[src/rtl/nq_result_reporter.sv]
// nq_result_reporter
// Measures cycles from reset release until the solver array's `done` rises,
// captures `sum` and the cycle count once, then streams them out as a framed
// byte packet over valid/ready: 0xA5, result[7:0]..result[63:56], cycles LE,
// and an optional trailing XOR checksum byte.
// Optional feature macro: NQ_REPORT_CHECKSUM_EN (adds the checksum byte).
module nq_result_reporter #(
    parameter int CYCLE_W = 48
) (
    input  logic               clk,
    input  logic               reset,
    input  logic [63:0]        sum,
    input  logic               done,
    output logic [7:0]         tx_data,
    output logic               tx_valid,
    input  logic               tx_ready,
    output logic [63:0]        result,
    output logic [CYCLE_W-1:0] cycles,
    output logic               result_valid,
    output logic               busy
);

    localparam int CYC_BYTES = CYCLE_W / 8;
`ifdef NQ_REPORT_CHECKSUM_EN
    localparam int CHK_BYTES = 1;
`else
    localparam int CHK_BYTES = 0;
`endif
    localparam int FRAME_LEN = 1 + 8 + CYC_BYTES + CHK_BYTES;
    localparam int IDX_W     = 5;
    localparam logic [IDX_W-1:0] LAST_IDX = IDX_W'(FRAME_LEN - 1);

    typedef enum logic [1:0] {
        S_RUN  = 2'd0,
        S_SEND = 2'd1,
        S_HOLD = 2'd2
    } state_t;

    state_t             r_state;
    state_t             w_state_next;
    logic [CYCLE_W-1:0] r_cnt;
    logic               r_done_q;
    logic [IDX_W-1:0]   r_idx;
    logic [63:0]        r_result;
    logic [CYCLE_W-1:0] r_cycles;
    logic               r_result_valid;

    logic               w_capture;
    logic               w_fire;
    logic               w_last;
    logic [7:0]         w_tx_data;
    logic [7:0]         w_frame [FRAME_LEN];

    // Capture only on a rising edge of done while still measuring
    assign w_capture = (r_state == S_RUN) & done & ~r_done_q;
    assign w_fire    = (r_state == S_SEND) & tx_ready;
    assign w_last    = (r_idx == LAST_IDX);

    // State register
    always_ff @(posedge clk) begin
        if (reset) begin
            r_state <= S_RUN;
        end else begin
            r_state <= w_state_next;
        end
    end

    // Next-state logic: RUN until capture, SEND until last byte accepted, then HOLD forever
    always_comb begin
        w_state_next = r_state;
        case (r_state)
            S_RUN:   if (w_capture) w_state_next = S_SEND;
            S_SEND:  if (w_fire && w_last) w_state_next = S_HOLD;
            S_HOLD:  w_state_next = S_HOLD;
            default: w_state_next = S_RUN;
        endcase
    end

    // Cycle counter, done history, capture registers and byte index
    always_ff @(posedge clk) begin
        if (reset) begin
            r_cnt          <= '0;
            r_done_q       <= 1'b0;
            r_idx          <= '0;
            r_result       <= '0;
            r_cycles       <= '0;
            r_result_valid <= 1'b0;
        end else begin
            r_done_q <= done;
            // Saturating count; the value before this edge's increment is what gets captured
            if (r_cnt != {CYCLE_W{1'b1}}) begin
                r_cnt <= r_cnt + 1'b1;
            end
            if (w_capture) begin
                r_result       <= sum;
                r_cycles       <= r_cnt;
                r_result_valid <= 1'b1;
                r_idx          <= '0;
            end else if (w_fire) begin
                r_idx <= r_idx + 1'b1;
            end
        end
    end

    // Frame byte table built purely from captured registers, so tx_data is stable under backpressure
    assign w_frame[0] = 8'hA5;
    generate
        for (genvar gi = 0; gi < 8; gi++) begin : g_res_bytes
            assign w_frame[1 + gi] = r_result[gi*8 +: 8];
        end
        for (genvar gi = 0; gi < CYC_BYTES; gi++) begin : g_cyc_bytes
            assign w_frame[9 + gi] = r_cycles[gi*8 +: 8];
        end
    endgenerate

`ifdef NQ_REPORT_CHECKSUM_EN
    logic [7:0] w_chk;

    // XOR of every payload byte (header excluded)
    always_comb begin
        w_chk = 8'h00;
        for (int i = 0; i < 8; i++) begin
            w_chk = w_chk ^ r_result[i*8 +: 8];
        end
        for (int i = 0; i < CYC_BYTES; i++) begin
            w_chk = w_chk ^ r_cycles[i*8 +: 8];
        end
    end

    assign w_frame[FRAME_LEN-1] = w_chk;
`endif

    // Select the current frame byte; outside SEND the bus idles at zero
    always_comb begin
        w_tx_data = 8'h00;
        if (r_state == S_SEND) begin
            for (int i = 0; i < FRAME_LEN; i++) begin
                if (r_idx == IDX_W'(i)) begin
                    w_tx_data = w_frame[i];
                end
            end
        end
    end

    assign tx_data      = w_tx_data;
    assign tx_valid     = (r_state == S_SEND);
    assign busy         = (r_state == S_SEND);
    assign result       = r_result;
    assign cycles       = r_cycles;
    assign result_valid = r_result_valid;

endmodule

[config.mk]
export PLATFORM = sky130hd
export DESIGN_NAME = nq_result_reporter
export DESIGN_NICKNAME = d
export VERILOG_FILES = /design/src/rtl/nq_result_reporter.sv
export SDC_FILE = /design/constraint.sdc
export NUM_CORES = 1
export LEC_CHECK = 0
export ABC_AREA = 1
export ABC_CLOCK_PERIOD_IN_PS = 2500
export BUFFER_PORTS_ARGS = -buffer_cell sky130_fd_sc_hd__buf_2
export CORE_ASPECT_RATIO = 0.7
export CORE_MARGIN = 5
export CORE_UTILIZATION = 55
export CTS_CLUSTER_SIZE = 14
export DETAILED_ROUTE_END_ITERATION = 8
export PLACE_DENSITY_LB_ADDON = 0.05
export SLEW_MARGIN = 10
export SYNTH_ARGS = -nofsm -noshare
export SYNTH_HDL_FRONTEND = slang
export SYNTH_SLANG_ARGS = --single-unit
[constraint.sdc]
create_clock -name clk -period 2.5 [get_ports clk]
set_input_delay 0.5 -clock clk [delete_from_list [all_inputs] [get_ports clk]]
set_output_delay 0.5 -clock clk [all_outputs]
set_load 0.005 [all_outputs]
==> results by group, run 1 <==
Run status
  – Status: complete, but fails checks
  – Failing checks: setup timing

Synthesis
  – Yosys cell types: 40
  – Mean Syn Cell Area: 6.67 µm²
  – Yosys reg bits: 169
  – Synthesized instance count: 1281
  – Post-synthesis sequential area ratio: 0.396
  – Yosys Warn Count: 0
  – Synthesized area: 8540 µm²
  – Syn_nets: ~1400

Placement
  – Placer's final routability congestion estimate: around 0.97
  – DP HPWL: 22000 µm
  – DP Cell Count: 1663
  – Port bufs: 190

Timing
  – Max Fclk: 329 MHz
  – Final Skew: 9.43 ps
  – Crit share post-route: 1.22
  – Least-Margin Pin Slew: slightly below 800 ps
  – Unrepaired setup endpoints after global routing: true
  – Crit path time final: 3040 ps
  – Final hold violation count: 0
  – Final setup TNS: -3780 ps
  – Post-route setup slack: -540 ps
  – Final setup viols: 8
  – Max Slew Vio Count: 0
  – Max-slew headroom: 0.477

Worst setup path
  – Critical Path Source Type: flip-flop
  – Worst reg2reg path depth: 11
  – Critical path data arrival time: 2540 ps
  – CP top delay family: simple AND/OR/NAND/NOR gates
  – Crit-path cells: inv_4 -> buf_6 -> ha_4 -> inv_2 -> nor2_2 -> nand2_1 -> inv_2 -> buf_4 -> nand2_2 -> nand2_2 -> inv_2 -> nand3_4 -> nand2_1 -> nand2_1 -> nand2_1 -> nand3_1 -> nand3_1 -> nand2_1 -> nand2_1 -> nand2_2 -> a21oi_2 -> nor2_1 -> buf_2
  – CP max stage delay: about 400 ps
  – Crit Path Max Fanout: 5
  – CP Data Required Time: 2000 ps
  – Critical path's slowest cell: dfxtp_4
  – R2r endpoint: r_cnt[25]
  – Worst path bufs/invs: 7
  – CP Class: reg -> out
  – R2R setup slack: 250 ps
  – Reg2reg start: r_cnt[30]
  – CP endpoint kind: output port
  – CP dominant cell by count: nand2_1

Clock tree
  – H-tree Lvls: 4
  – Clock transition at path regs: 70 ps
  – CTS buffer count: 17
  – Clock Path Buffers: 2
  – Clk root buf: clkbuf_16
  – Hold-fix buffers, CTS: 0
  – Worst-skew pair later-pin latency: 440 ps
  – Clock sink total: 169
  – CTS tree: yes

Detailed routing
  – Number of routed nets with antenna violations: 0
  – Vias per inst: 5.37
  – Routed length per instance: around 17 µm
  – Residual DRC: 0
  – Iteration-0 DRC Markers: ~1100
  – WL final: just under 30000 µm
  – Vias: 9164
  – Pre-antenna DRT Iters: 5

Global routing
  – Vias in the first global route: 8165
  – Grt ovf: 0
  – All-Layer GR Usage: 0.311
  – First-pass GRT wire length: 44900 µm
  – Initial antenna violation count: 0
  – Largest net degree at the start of global routing: between 150 and 200

Min path
  – Hold Crit Class: in -> reg
  – Hold path endpoint: result[36]
  – Hold path startpoint: sum[36]
  – Hold path depth: 3

Layout
  – Final instance count without filler cells: ~1700
  – Area Overhead vs Synth: 27.5%
  – Commonest non-fill, non-tap cell in the layout: nand2_1
  – Final nets: about 1600
  – Seq. cell area: 3390 µm²
  – Antenna cells: 0
  – Area of the multi-input gates: 4570 µm²
  – Filler cells: 1348
  – Share of cells above drive strength 1: 0.266
  – Most frequent cells in the layout: nand2_1, nor2_1, buf_2
  – Final core area utilization: 0.709

Floorplan
  – Initial Util: 0.556
  – Core area: 15400 µm²
  – Die height: between 100 and 150 µm
  – Total die area: 18200 µm²
  – IO Pins: 191
  – Row Count: 38
  – Die width: ~160 µm

Power and ir drop
  – Total Power: 8150 µW
  – Peak VDD IR: 0.000706 V
  – Lkg Pwr: 0.00524 µW
  – PwrDens: 748 nW/µm²

Flow run
  – Number of max-cap violations: 0
==> cells in the mapped netlist, drive strengths merged <==
| cell | count | area (µm²) |
|---|---|---|
| a211oi | 1 | 12.5 |
| a21oi | 69 | 349 |
| a31oi | 4 | 25.0 |
| and3 | 1 | 6.26 |
| buf | 11 | 75.1 |
| clkbuf | 46 | 173 |
| clkinv | 2 | 7.51 |
| dfxtp | 169 | 3380 |
| ha | 8 | 100 |
| inv | 156 | 586 |
| nand2 | 257 | 995 |
| nand3 | 73 | 388 |
| nand3b | 1 | 7.51 |
| nand4 | 7 | 43.8 |
| nor2 | 215 | 850 |
| nor3 | 26 | 173 |
| nor3b | 1 | 7.51 |
| nor4 | 10 | 92.6 |
| o21a | 1 | 7.51 |
| o21ai | 172 | 861 |
| or2 | 19 | 119 |
| xnor2 | 1 | 8.76 |
| xor2 | 31 | 272 |
==> sequential cells by signal (all words and copies together), names as in the netlist <==
register and flops:
r_cnt 48, result 64, r_done_q 1, r_state 2, r_idx 5, result_valid 1
cycles 48
==> power by group <==
part / total [µW] / internal (µW) / switching, µW
Sequential: 3680 / 3160 / 520
Combinational: 1860 / 771 / 1080
Clock: 2610 / 1460 / 1150
Total: 8150 / 5390 / 2750
==> logic make-up after synthesis <==
group	share of synthesized area
buffers and inverters	0.0984
and+or+nand+nor	0.314
AOI/OAI and AO/OA	0.147
DFF	0.396
adders and majority gates	0.0117
xor gates and xnor gates	0.0328
==> metrics by stage <==
stage / cell area (µm²) / hold slack [ps] / setup slack [ps]
6_report: 10900 / 279 / -540
4_1_cts: 10700 / 273 / -532
5_1_grt: 10900 / 276 / -694
3_3_place_gp: 9940 / 447 / -240
2_1_floorplan: 8540 / 447 / 164
3_5_place_dp: 9940 / 467 / -216
==> metal layers <==
layer	global-route usage	part of all wire	up-vias
li1	-	-	4504
met1	0.485	0.49	4200
met2	0.406	0.38	434
met3	0.110	0.12	26
met4	0.0625	0.0094	0
met5	0	0	-
==> repair_timing <==
item	in CTS	in global routing
gates resized for setup	38	43
setup endpoints to repair	8	8
buffers inserted	6	5
cloned	0	1
pin swaps	19	31
==> final cells by class <==
| cell class | count | share of cell area |
|---|---|---|
| Clock buffer | 20 | 0.0428 |
| Clock inverter | 11 | 0.0103 |
| Inverter | 158 | 0.0551 |
| Multi-Input combinational cell | 898 | 0.420 |
| Sequential cell | 169 | 0.311 |
| Tap cell | 200 | 0.0230 |
| Timing Repair Buffer | 250 | 0.137 |
==> how the worst max path moves through the flow <==
stage / start / end / slack, ps / cells after the start
finish: r_idx[0] / tx_data[1] / -540 / 23
global route: r_idx[0] / tx_data[6] / -690 / 23
CTS: r_idx[0] / tx_data[7] / -530 / 22
detailed placement: r_idx[1] / tx_data[7] / -220 / 20
global placement: r_idx[0] / tx_data[7] / -240 / 20
floorplan: r_idx[0] / tx_data[7] / 160 / 18
==> tightest hold or removal path, stage by stage <==
cell	delay [ps]
buf_2	70
nor2_1	30
nor2_1	80
(Power assumes the default switching activity.)
==> run 2: changes to the inputs <==
--- a/config.mk
+++ b/config.mk
@@ -12,4 +12,5 @@
 export CORE_MARGIN = 5
 export CORE_UTILIZATION = 55
+export CTS_BUF_LIST = sky130_fd_sc_hd__clkbuf_16
 export CTS_CLUSTER_SIZE = 14
 export DETAILED_ROUTE_END_ITERATION = 8
==> constraint.sdc (replaced) <==
create_clock -name clk -period 2.5 [get_ports clk]
set_input_delay 0.5 -clock clk [delete_from_list [all_inputs] [get_ports clk]]
set_output_delay 0.5 -clock clk [all_outputs]
set_load 0.02 [all_outputs]
==> run 2 against run 1 <==
  * The run still ends with setup timing left
  * Combinational power grew 32%
  * Clock power is essentially flat
  * Setup slack lost 120 ps
  * Worst hold slack lost 1.1 ps
  * Critical path depth shrank 2
  * Critical path type unchanged
  * Final area shrank 1.3%
  * Global-route usage grew 0.37 points
==> results by group, run 2 (synthesized netlist as in run 1, its figures left out) <==
Run status
  – Status: complete, but fails checks
  – Failing checks: setup timing

Layout
  – Max reg flops: 64 (unchanged)
  – Antenna cells: 0 (unchanged)
  – Finished Cell Area: 10700 µm² (-1.3%)
  – Final nets: 1565 (-0.32%)
  – Most frequent cells in the layout: nand2_1, nor2_1, buf_2
  – Share of cells above drive strength 1: 0.249 (-0.0173)
  – Area Overhead vs Synth: 25.8%
  – Filler cells: 1401 (+3.9%)
  – Commonest non-fill, non-tap cell in the layout: nand2_1

Timing
  – Crit path time final: 3160 ps (+116 ps)
  – Unrepaired setup endpoints after global routing: true
  – Final hold violation count: 0 (unchanged)
  – WHS: 278 ps (-1.09 ps)
  – Post-route setup slack: -656 ps (-116 ps)
  – Max Fclk: 317 MHz (-3.7%)
  – Final Skew: 7.88 ps (-1.55 ps)
  – Crit share post-route: 1.26 (+0.0464)
  – Least-Margin Pin Slew: 719 ps (-57.9 ps)
  – Final setup viols: 8 (unchanged)
  – Max-slew headroom: 0.516 (+0.0389)
  – Max Slew Vio Count: 0 (unchanged)

Global routing
  – All-Layer GR Usage: 0.315 (+0.00370)
  – Initial antenna violation count: 0 (unchanged)
  – First-pass GRT wire length: 45300 µm (+0.94%)
  – Vias in the first global route: 8268 (+1.3%)
  – Largest net degree at the start of global routing: 156 (unchanged)
  – Grt ovf: 0 (unchanged)

Detailed routing
  – DR WL met3: 3690 µm (+9.0%)
  – Residual DRC: 0 (unchanged)
  – Vias per inst: 5.45 (+1.5%)
  – Top layer in use: met4
  – WL final: 29500 µm (+2.0%)
  – Vias: 9284 (+1.3%)
  – Number of routed nets with antenna violations: 0 (unchanged)
  – Routed length per instance: 17.3 µm (+2.2%)
  – Met1 wire length: 14100 µm (about the same)
  – Met2 WL post-DR: 11300 µm (+1.4%)
  – Pre-antenna DRT Iters: 6 (+1)
  – Iteration-0 DRC Markers: 1108 (-0.090%)

Floorplan
  – Total die area: 18200 µm² (unchanged)
  – Die height: 114 µm (unchanged)
  – Die width: 159 µm (unchanged)
  – Core area: 15400 µm² (unchanged)
  – IO Pins: 191 (unchanged)
  – Initial Util: 0.556 (unchanged)
  – Row Count: 38 (unchanged)

Clock tree
  – H-tree Lvls: 4 (unchanged)
  – CTS buffer count: 17 (unchanged)
  – Worst-skew pair later-pin latency: 440 ps (about the same)
  – Clock Path Buffers: 2 (unchanged)
  – Clk root buf: clkbuf_16
  – Clock sink total: 169 (unchanged)
  – CTS tree: yes
  – Clock transition at path regs: 70 ps (about the same)

Placement
  – Placed Area: 9910 µm² (-0.36%)
  – DP HPWL: 21900 µm (-0.74%)
  – Placer's final routability congestion estimate: 0.998 (+3.0%)
  – Pre-CTS worst setup slack: -280 ps (-64.5 ps)
  – Port bufs: 190 (unchanged)

Min path
  – Hold Crit Class: in -> reg

Worst setup path
  – CP dominant cell by count: nand2_1
  – Crit Path Max Fanout: 6 (+1)
  – CP Class: reg -> out
  – Critical path data arrival time: 2660 ps (+120 ps)
  – Critical Path Source Type: flip-flop
  – CP max stage delay: 370 ps (-30 ps)
  – CP Data Required Time: 2000 ps (about the same)
  – CP endpoint kind: output port
  – Critical path's slowest cell: dfxtp_4
  – Crit-path cells: ha_1 -> nand2_2 -> inv_2 -> nand2_4 -> buf_4 -> nand2_1 -> inv_1 -> nand2_1 -> nand2_1 -> nand2_1 -> nand2_1 -> nand2_1 -> nand2_1 -> nand3_1 -> nand2_1 -> nand3_1 -> nand3_1 -> nand2_1 -> nand2_2 -> a21oi_2 -> buf_4

Power and ir drop
  – Lkg Pwr: 0.00516 µW (-1.4%)
  – Peak VDD IR: 0.000830 V (+18%)
  – PwrDens: 812 nW/µm² (+8.6%)

Flow run
  – Number of max-cap violations: 0 (unchanged)
[run 2: changes by cell type in the layout (fill, tap and decap cells not counted), sizes merged]
cell / before / now
clkinvlp: 1 / 3
clkbuf: 20 / 17
buf: 250 / 245
inv: 160 / 161
clkinv: 7 / 8
[run 2: final cells by class]
type                            count  area, µm²  area share
Timing Repair Buffer              245       1450       0.135
Tap cell                          200        250      0.0233
Clock buffer                       17        425      0.0396
Multi-Input combinational cell    898       4480       0.417
Clock inverter                     15        148      0.0137
Inverter                          158        596      0.0554
Sequential cell                   169       3390       0.316
[run 2: worst paths after layout]
path,start,endpoint,slack [ps],cells after the start
hold reg to reg,result_valid,result_valid,480,2
setup / recovery,r_idx[0],tx_data[2],-660,21
hold / removal,sum[35],result[35],280,3
setup reg to reg,r_cnt[10],r_cnt[28],240,8
[run 2: critical path, delay by kind of cell (launching register included)]
| family | cells | cell delay, ps |
|---|---|---|
| simple gates | 15 | 1040 |
| buf+inv | 4 | 460 |
| flops | 1 | 370 |
| fa+ha+maj | 1 | 190 |
| compound gates | 1 | 130 |
[run 2: repair_timing]
| action | in CTS | in global routing |
|---|---|---|
| buffers inserted | 7 | 2 |
| hold buffers | 0 | 0 |
| resized for setup | 44 | 14 |
| pin swaps | 20 | 13 |
| endpoints found under the setup margin | 8 | 8 |
| cloned | 0 | 1 |
[run 2: where the power goes]
group | total [µW] | internal (µW) | switching (µW)
Combinational | 2460 | 811 | 1650
Sequential | 3670 | 3160 | 513
Clock | 2600 | 1390 | 1210
Total | 8730 | 5360 | 3370
[run 2: through the flow]
step / utilization / total power, µW / setup TNS [ps] / instances
detailed placement: 0.645 / 6040 / -1400 / 1661
floorplan: - / 4980 / 0 / 1281
CTS: 0.696 / 8690 / -4340 / 1699
global route: 0.700 / 9120 / -5980 / 1702
global placement: 0.645 / 6010 / -918 / 1661
finish: 0.700 / 8730 / -4690 / 1702
[run 2: metal layers]
metal | up-vias | track usage
met2 | 494 | 0.419
li1 | 4507 | -
met3 | 34 | 0.0932
met1 | 4249 | 0.492
met4 | 0 | 0.0722
met5 | - | 0
